$ cat config.mk
export PLATFORM = sky130hd
export DESIGN_NAME = bm_mult_share_sched
export DESIGN_NICKNAME = d
export VERILOG_FILES = /design/src/rtl/bm_mult_share_sched.sv
export SDC_FILE = /design/constraint.sdc
export NUM_CORES = 1
export LEC_CHECK = 0
export CORE_ASPECT_RATIO = 0.75
export CORE_MARGIN = 2
export CORE_UTILIZATION = 60
export DETAILED_ROUTE_END_ITERATION = 10
export DONT_BUFFER_PORTS = 1
export GPL_ROUTABILITY_DRIVEN = 0
export GPL_TIMING_DRIVEN = 0
export PLACE_DENSITY = 0.76
export SYNTH_ARGS = -nofsm -noshare
export SYNTH_HDL_FRONTEND = slang
export SYNTH_SLANG_ARGS = --single-unit
$ cat constraint.sdc
create_clock -name clock -period 12 [get_ports clock]
set_clock_uncertainty 0.15 [all_clocks]
set_input_delay 2.4 -clock clock [delete_from_list [all_inputs] [get_ports clock]]
set_output_delay 2.4 -clock clock [all_outputs]
set_load 0.03 [all_outputs]
$ cat src/rtl/bm_mult_share_sched.sv
// Round-robin scheduler sharing one pipelined unsigned multiplier
// among NREQ valid/ready requesters; tagged products leave in order.
module bm_mult_share_sched #(
  parameter int WIDTH   = 8,
  parameter int NREQ    = 4,
  parameter int MUL_LAT = 2,
  localparam int IDW    = $clog2(NREQ)
) (
  input  logic                  clock,
  input  logic                  reset,
  input  logic [NREQ-1:0]       req_valid,
  input  logic [NREQ*WIDTH-1:0] req_a,
  input  logic [NREQ*WIDTH-1:0] req_b,
  output logic [NREQ-1:0]       req_ready,
  output logic                  res_valid,
  output logic [IDW-1:0]        res_id,
  output logic [2*WIDTH-1:0]    res_data,
  input  logic                  res_ready,
  output logic [15:0]           ops_done
);

  localparam logic [IDW:0]   NREQ_W  = (IDW+1)'(NREQ);
  localparam logic [IDW-1:0] LAST_ID = IDW'(NREQ-1);

  logic               advance;
  logic               gnt_any;
  logic               xfer;
  logic [IDW-1:0]     rr_ptr;
  logic [IDW-1:0]     gnt_idx;
  logic [IDW:0]       scan;
  logic [WIDTH-1:0]   a_sel;
  logic [WIDTH-1:0]   b_sel;
  logic [2*WIDTH-1:0] prod_in;
  logic [MUL_LAT-1:0] vld_q;
  logic [IDW-1:0]     id_q   [MUL_LAT];
  logic [2*WIDTH-1:0] prod_q [MUL_LAT];

  assign res_valid = vld_q[MUL_LAT-1];
  assign res_id    = id_q[MUL_LAT-1];
  assign res_data  = prod_q[MUL_LAT-1];
  assign advance   = ~res_valid | res_ready;

  // Scan farthest-first so the requester nearest rr_ptr is written last.
  always_comb begin
    gnt_any = 1'b0;
    gnt_idx = '0;
    scan    = '0;
    for (int k = NREQ-1; k >= 0; k--) begin
      scan = {1'b0, rr_ptr} + (IDW+1)'(k);
      if (scan >= NREQ_W)
        scan = scan - NREQ_W;
      if (req_valid[scan[IDW-1:0]]) begin
        gnt_any = 1'b1;
        gnt_idx = scan[IDW-1:0];
      end
    end
  end

  assign xfer = advance & gnt_any;

  always_comb begin
    req_ready = '0;
    if (xfer)
      req_ready[gnt_idx] = 1'b1;
  end

  always_comb begin
    a_sel = '0;
    b_sel = '0;
    for (int i = 0; i < NREQ; i++) begin
      if (gnt_idx == IDW'(i)) begin
        a_sel = req_a[i*WIDTH +: WIDTH];
        b_sel = req_b[i*WIDTH +: WIDTH];
      end
    end
  end

  assign prod_in = {{WIDTH{1'b0}}, a_sel} * {{WIDTH{1'b0}}, b_sel};

  // Payload only moves with a valid entry, so the output holds on bubbles.
  always_ff @(posedge clock or posedge reset) begin
    if (reset) begin
      vld_q    <= '0;
      rr_ptr   <= '0;
      ops_done <= '0;
      for (int i = 0; i < MUL_LAT; i++) begin
        id_q[i]   <= '0;
        prod_q[i] <= '0;
      end
    end else begin
      if (res_valid && res_ready)
        ops_done <= ops_done + 16'd1;
      if (advance) begin
        vld_q[0] <= xfer;
        if (xfer) begin
          id_q[0]   <= gnt_idx;
          prod_q[0] <= prod_in;
          rr_ptr    <= (gnt_idx == LAST_ID) ? '0 : gnt_idx + IDW'(1);
        end
        for (int i = 1; i < MUL_LAT; i++) begin
          vld_q[i] <= vld_q[i-1];
          if (vld_q[i-1]) begin
            id_q[i]   <= id_q[i-1];
            prod_q[i] <= prod_q[i-1];
          end
        end
      end
    end
  end

endmodule

### Yosys cells after proc, flatten, opt, wreduce, memory -nomap -nowiden

Cells that the tools add are included.

| cells by class | value |
|---|---|
| add/subtract/negate cells | 9 |
| multiply operators | 1 |
| magnitude comparators | 10 |
| equal/unequal tests | 3 |
| muxes and demuxes | 32 |
| bitwise gates (word level) | 3 |
| reductions and logical operators | 5 |

Operator list:

| kind | number |
|---|---|
| $mux 8 | 8 |
| $mux 2 | 9 |
| $add 16x1->16 const B | 1 |
| $mul 8x8->16 | 1 |
| $lt 2x3->1 const B | 5 |
| $ge 3x3->1 const B | 3 |
| $mux 1 | 9 |
| $bmux 1 s2 | 4 |
| $sub 2x1->2 const B | 4 |
| $add 2x2->3 const B | 2 |
| $eq 2x2->1 const B | 2 |
| $mux 4 | 1 |
| $reduce_and 2->1 | 2 |
| $add 2x1->3 const B | 1 |
| $ge 2x3->1 const B | 1 |
| $add 2x1->2 const B | 1 |
| $demux 1 s2 | 1 |
| $eq 2x1->1 const B | 1 |
| $ge 2x1->1 const B | 1 |
| $logic_and 1x1->1 | 2 |
| $logic_not 2->1 | 1 |
| $and 1x1->1 | 1 |
| $not 1->1 | 1 |
| $or 1x1->1 | 1 |

| storage, ports and cells | value |
|---|---|
| bits in registers | 56 |
| bits of input ports | 71 |
| output and inout port bits | 39 |

### Depth between registers and ports, before layout

Gate-level depths: netlist of run 1.

| depth | value |
|---|---|
| depth after elaboration | 15 |
| depth in mapped cells | 25 |
| mapped depth without buffers | 23 |

### Worst setup path before layout of run 1

OpenSTA, ideal clock, no wires.

| timing path | value |
|---|---|
| path kind | in2reg |
| start | in req_valid[2] |
| end | reg prod_q[29] (netlist name) |
| library setup time | 69 ps |
| data arrival time | 7729 ps |
| path slack | 4052 ps |
| cell stages on the path | 24 |
| cell sequence | mux2i_1 nor2_1 nor3_1 inv_1 ha_1 buf_2 buf_2 a221oi_1 nor3_1 a21oi_1 or2_1 fa_1 fa_1 inv_1 fa_1 inv_1 fa_1 inv_1 ha_1 o211ai_1 a21oi_1 o21ai_0 or4_1 nand3_1 |

| on the way | value |
|---|---|
| word-level cells in the longest chain between the ends | 12 |
| elaborated cells between the ends (all ways) | 31 |
| those cells by class | mul (1); eq/ne (3); mux (24); bitwise (1); reduce/logical (2) |

Ends and longest elaborated chain:

| item | RTL line | text |
|---|---|---|
| from (decl) | 11 | `input logic [NREQ-1:0] req_valid,` |
| $bmux 1 s2 | 52 | `if (req_valid[scan[IDW-1:0]]) begin` |
| $mux 1 (implied by the code) | 52 |  |
| $mux 2 (3 in series) | 52 |  |
| $mux 2 (*) | 52 |  |
| net gnt_idx[0] | 29 | `logic [IDW-1:0] gnt_idx;` |
| $logic_not 2->1 | 71 | `if (gnt_idx == IDW'(i)) begin` |
| $mux 8 (4 in series) | 71 |  |
| $mul 8x8->16 (*) | 78 | `assign prod_in = {{WIDTH{1'b0}}, a_sel} * {{WIDTH{1'b0}}, b_sel};` |
| to (signal, indexed assignment) | 104 | `prod_q[i] <= prod_q[i-1];` |
| to (decl) | 36 | `logic [2*WIDTH-1:0] prod_q [MUL_LAT];` |

Mark *: on every way through the listed nets, which the timed path passes. The rest lies on a longest branch. The select of a mux whose other input is x is not followed.
A chain may end at the register's enable or synchronous reset.

### Worst setup path in the final report of run 1

Same ends and word-level chain as after synthesis.

==> results of run 1 <==
-- area by class of cell --
type,instances,area (µm²)
Sequential cell,56,1401
Multi-Input combinational cell,404,3191
Tap cell,105,131.4
Inverter,52,195.2
Timing Repair Buffer,1,20.02
Clock buffer,6,72.57
Buffer,37,237.7
Clock inverter,2,16.27
Fill cell,687,2758
-- state kept, by name, summed over array words and instances (netlist names) --
signal and flops:
prod_q 16, id_q 2, rr_ptr 2, ops_done 16, res_id 2, vld_q 2
res_data 16
-- stage by stage --
step / cells / util / hold WS [ns] / area [µm²] / setup slack (ns)
floorplan: 549 / - / 0.2918 / 5025 / 4.052
global placement: 654 / 0.6427 / 0.3081 / 5156 / 3.362
detailed placement: 655 / 0.6452 / 0.3127 / 5176 / 3.162
CTS: 663 / 0.6563 / 0.3379 / 5265 / 3.482
global route: 663 / 0.6563 / 0.3636 / 5265 / 3.097
finish: 663 / 0.6563 / 0.3349 / 5265 / 3.516
-- tightest hold or removal path: cells and delay by family (launching register included) --
kind          cells  cell delay (ns)
simple gates      2             0.10
flops             1             0.36
-- cell usage after synthesis, drive strengths merged, types with 6 or more instances --
library cell	instances	area [µm²]
nor2	63	236.5
dfrtp	56	1401
inv	52	195.2
nand2	50	187.7
ha	41	513.0
fa	36	720.7
a21oi	32	205.2
buf	30	211.4
nor2b	27	168.9
mux2	19	214.0
nor3	17	85.08
o21ai	17	85.08
a221oi	14	128.9
xnor2	12	105.1
xor2	12	105.1
or2	10	62.56
nand4	8	50.05
clkbuf	7	26.28
nand3	6	30.03
-- final timing paths --
kind,startpoint,end,cells past startpoint
worst max-delay path,req_valid[2],prod_q[29],24
worst min register to register,prod_q[19],prod_q[19],2
max in group asynchronous,reset,res_data[9],2
worst max register to register,rr_ptr[1],prod_q[29],24
min in group asynchronous,reset,ops_done[14],1
worst min-delay path,prod_q[19],prod_q[19],2
-- placed cells by master, fill, tap and decap left out, types with 4 or more instances in the layout --
master / count
fa_1: 36
buf_2: 7
inv_1: 51
and2_1: 5
a21oi_2: 12
or2_2: 8
xnor2_1: 12
dfrtp_1: 56
xor2_1: 12
a221oi_1: 13
ha_1: 41
a21oi_1: 20
clkbuf_8: 5
nor2b_1: 27
buf_4: 20
clkbuf_1: 8
nand3_1: 6
o21ai_0: 17
mux2_2: 19
nor2_1: 63
nand2b_1: 4
nor3_1: 17
nand4_1: 8
nand2_1: 50
-- cells by family (layout without fill, tap and decap cells) --
group / Yosys count / count (layout)
and+or+nand+nor: 200 / 200
buffers and inverters: 89 / 98
AOI/OAI and AO/OA: 82 / 82
adders and majority gates: 77 / 77
DFF: 56 / 56
xor gates and xnor gates: 24 / 24
muxes: 21 / 21
-- per-layer routing --
layer | routed length [µm] | vias to the layer above | part of all wire
li1 | - | 1821 | -
met1 | 4748 | 1898 | 0.47
met2 | 4865 | 89 | 0.48
met3 | 505 | 9 | 0.050
met4 | 82 | 0 | 0.0080
met5 | 0 | - | 0
==> flow_summary.yaml, run 1 <==
clock_network:
  clock_latency_ns: 0.31
  cts-root-buf: "clkbuf_8"
  post-cts-setup-buffers: 0
  cts_resized: 0
  clk_pin_slew_worst_paths_ns: 0.10
  numCtsBuffers: 5
  cts_tree: "yes"
  cts_hold_buf: 0
  clock_sinks: 56
  cts_max_level: 2
  clock_path_buffers: 2
drt:
  routedWlPerCell_um: 15.39
  drtPass1Iterations: 4
  drc: 0
  drtIter0Drc: 224
  wl_um: 10200
  ant_nets: 0
  vias_per_cell: 5.757
  num_vias: 3817
floorplan:
  io-pin-count: 110
  initial_core_util: 0.6263
  die_w_um: 109.7
  die-area_um2: 9131
  die_y_um: 83.26
  rows: 28
  core-area_um2: 8023
synthesis:
  yosys_register_bits: 56
  synth_edf_count: 0
  ys_warn_count: 0
  synthMuxAreaShare: 0.04656
  syn_area_um2: 5025
  syn_nets: 697
  syn_inst: 549
  yosysSeqAreaShare: 0.2789
  synth_cell_types: 45
  async_flop_share: 1.000
  synth-compound-area-share: 0.1118
  syn_avg_cell_area_um2: 9.153
  synth-xor-area-share: 0.04183
  synth_top_family_by_area: "adder cells"
  synth_fa_ha_area_frac: 0.2455
  synth_ff_type: "dfrtp_1"
  yosys.area_share.simple: 0.1892
timing:
  tightest_slew_ns: 0.8304
  rsz0062_at_grt: "no"
  maxSlewViolCount: 0
  relSlewSlack: 0.4464
  fmax_mhz: 117.9
  finalCriticalPeriod_ns: 8.484
  setup_violations: 0
  final_hold_viol_count: 0
  fin_crit_sh: 0.7070
  fin_setup_tns_ns: 0
global_routing:
  grt_start_max_net_pins: 36
  met1_usage: 0.3595
  met3_usage: 0.04082
  antenna_found_initial: 0
  top_usage_layer: "met1"
  grt_pass1_vias: 3549
  grt_pass1_wl_um: 17190
  gr-usage-all-layers: 0.2342
  grt_overflow: 0
  use_met2: 0.3502
setup_path:
  cpPeakStageDelay_ns: 0.54
  critical-path-slowest-cell: "fa_1"
  worstPathArrival_ns: 8.59
  critPathLaunchType: "input port"
  worstPathCellList: "mux2i_1 -> nor2_1 -> nor3_1 -> inv_1 -> ha_1 -> buf_2 -> buf_2 -> a221oi_1 -> nor3_1 -> a21oi_1 -> or2_1 -> fa_1 -> fa_1 -> inv_1 -> fa_1 -> inv_1 -> fa_1 -> inv_1 -> ha_1 -> o211ai_1 -> a21oi_1 -> o21ai_0 -> or4_1 -> nand3_1"
  rrSetupSlack_ns: 5.05
  crit_buf_inv: 6
  cp-end-kind: "flop"
  path_class: "input port to flop"
  worstPathMaxFanout: 10
  crit_family: "adder cells"
  crit_required_ns: 12.10
min_path:
  holdCritPathClass: "flop to flop"
cells_and_area:
  fin_nets: 705
  diodes: 0
  area_delta_synth_final_pct: 4.781
  layout-drive-gt1-share: 0.1416
placement:
  port_buffers: 0
  post-dp-hpwl_um: 8389
job:
  max_cap_viol_count: 0
outcome:
  status: "finished, final reports clean"
Power of run 1 is not shown: default switching activity piles up to over one toggle a cycle in this logic, so the estimate is an artifact.
==> run 2, diff against run 1 <==
Settings changed: CORE_UTILIZATION 60 to 59, PLACE_DENSITY 0.76 to 0.78.
Clock period 12 ns to 6.95 ns, I/O delays scaled along.
==> flow_summary.yaml, run 2 (synthesis gave the netlist of run 1 again) <==
outcome:
  status: "finished, final reports clean"
setup_path:
  reg2reg_from: "rr_ptr[1]"
  cp-end-kind: "flop"
  reg2regPathDepth: 25
  worstPathMaxFanout: 10
  crit_required_ns: 7.02
  path_class: "input port to flop"
  critPathLaunchType: "input port"
  worstPathArrival_ns: 6.89
  setup.worst_path.start: "req_valid[2]"
job:
  max_cap_viol_count: 0
drt:
  ant_nets: 0
  drtPass1Iterations: 4
  drc: 0
  drtIter0Drc: 180
  wl_um: 10930
  routedWlPerCell_um: 15.82
  num_vias: 3997
  vias_per_cell: 5.784
global_routing:
  grt_pass1_wl_um: 17510
  grt_pass1_vias: 3839
  antenna_found_initial: 0
  gr-usage-all-layers: 0.2253
  grt_overflow: 0
  grt_start_max_net_pins: 46
clock_network:
  cts_hold_buf: 0
  clock_path_buffers: 2
  cts-root-buf: "clkbuf_16"
  cts_max_level: 2
  cts_tree: "yes"
  clock_sinks: 56
  numCtsBuffers: 5
  clk_pin_slew_worst_paths_ns: 0.07
  clock_latency_ns: 0.29
floorplan:
  io-pin-count: 110
  rows: 29
  core-area_um2: 8382
  die_y_um: 83.92
  die-area_um2: 9278
  die_w_um: 110.6
  initial_core_util: 0.5995
placement:
  post-dp-hpwl_um: 7987
  dp.cells: 658
  port_buffers: 0
min_path:
  min_path_cells: 2
  hp-start: "prod_q[20]"
  holdCritPathClass: "flop to flop"
cells_and_area:
  diodes: 0
  fin_nets: 730
  layout_commonest_cell: "nor2_1"
  layout-drive-gt1-share: 0.2127
  most-common-layout-cells: "nor2_1, dfrtp_1, inv_1, nand2_1, buf_4"
  final_core_util: 0.6731
  area_delta_synth_final_pct: 12.28
  instances_no_fill: 691
timing:
  setup_violations: 0
  final_hold_viol_count: 0
  finalCriticalPeriod_ns: 6.817
  tightest_slew_ns: 0.8186
  fmax_mhz: 146.7
  fin_setup_tns_ns: 0
  relSlewSlack: 0.4542
  maxSlewViolCount: 0
  fin_crit_sh: 0.9809
-- run 2: cell types whose count changed in the layout (fill, tap and decap cells not counted), moves of 4 or more --
cell       before  now
clkbuf_16       0    5
ha_1           41   36
clkbuf_8        5    0
buf_4          20   45
a21oi_1        20   16
a21oi_2        12   16
clkbuf_1        8    4
-- run 2: critical path, cell delays in order --
cell and delay [ns]:
mux2i_1 0.13, nor2_1 0.08, nor3_2 0.19, buf_4 0.16, inv_1 0.06, ha_1 0.18, buf_2 0.17, clkbuf_4 0.20
a221oi_1 0.33, nor3_1 0.11, a21oi_2 0.17, buf_4 0.16, nor2_1 0.06, fa_1 0.54, fa_1 0.44, fa_1 0.55
inv_1 0.05, fa_1 0.53, inv_1 0.07, ha_4 0.29, o211ai_1 0.12, a21oi_2 0.23, o21ai_2 0.12, or4_1 0.48
nand3_1 0.08
-- run 2: final cells by class --
| class | count | area [µm²] |
|---|---|---|
| Timing Repair Buffer | 26 | 207.7 |
| Buffer | 37 | 245.2 |
| Clock inverter | 2 | 35.03 |
| Clock buffer | 6 | 128.9 |
| Tap cell | 108 | 135.1 |
| Fill cell | 635 | 2740 |
| Sequential cell | 56 | 1401 |
| Inverter | 52 | 195.2 |
| Multi-Input combinational cell | 404 | 3293 |
-- run 2: final timing paths --
check / to / slack (ns)
max in group asynchronous: res_data[14] / 5.37
min in group asynchronous: res_data[3] / 0.76
setup / recovery: prod_q[29] / 0.13
hold reg to reg: prod_q[20] / 0.33
setup reg to reg: prod_q[29] / 0.66
hold / removal: prod_q[20] / 0.33
-- run 2: timing repair --
action	CTS	global route
setup buffers	5	20
endpoints found under the setup margin	7	7
pin swaps	1	4
hold endpoints to repair	0	0
resized for setup	6	24
-- run 2: through the flow --
stage                     cell area (µm²)  hold slack, ns  setup slack [ns]
after global routing                 5642          0.3568           -0.1000
after floorplan                      5025          0.2918           0.01157
after CTS                            5405          0.3339           0.02123
after global placement               5160          0.3099           -0.6405
after detailed placement             5180          0.3188           -0.7652
final                                5642          0.3306            0.1328
-- run 2: layer usage --
metal	wire, µm	track usage	part of all wire	up-vias
met5	0	0	0	-
met4	149	0.05000	0.014	0
met3	498	0.03922	0.046	16
met2	5516	0.3698	0.50	114
met1	4766	0.3164	0.44	1988
li1	-	-	-	1879
Power of run 2 is left out for the same reason.
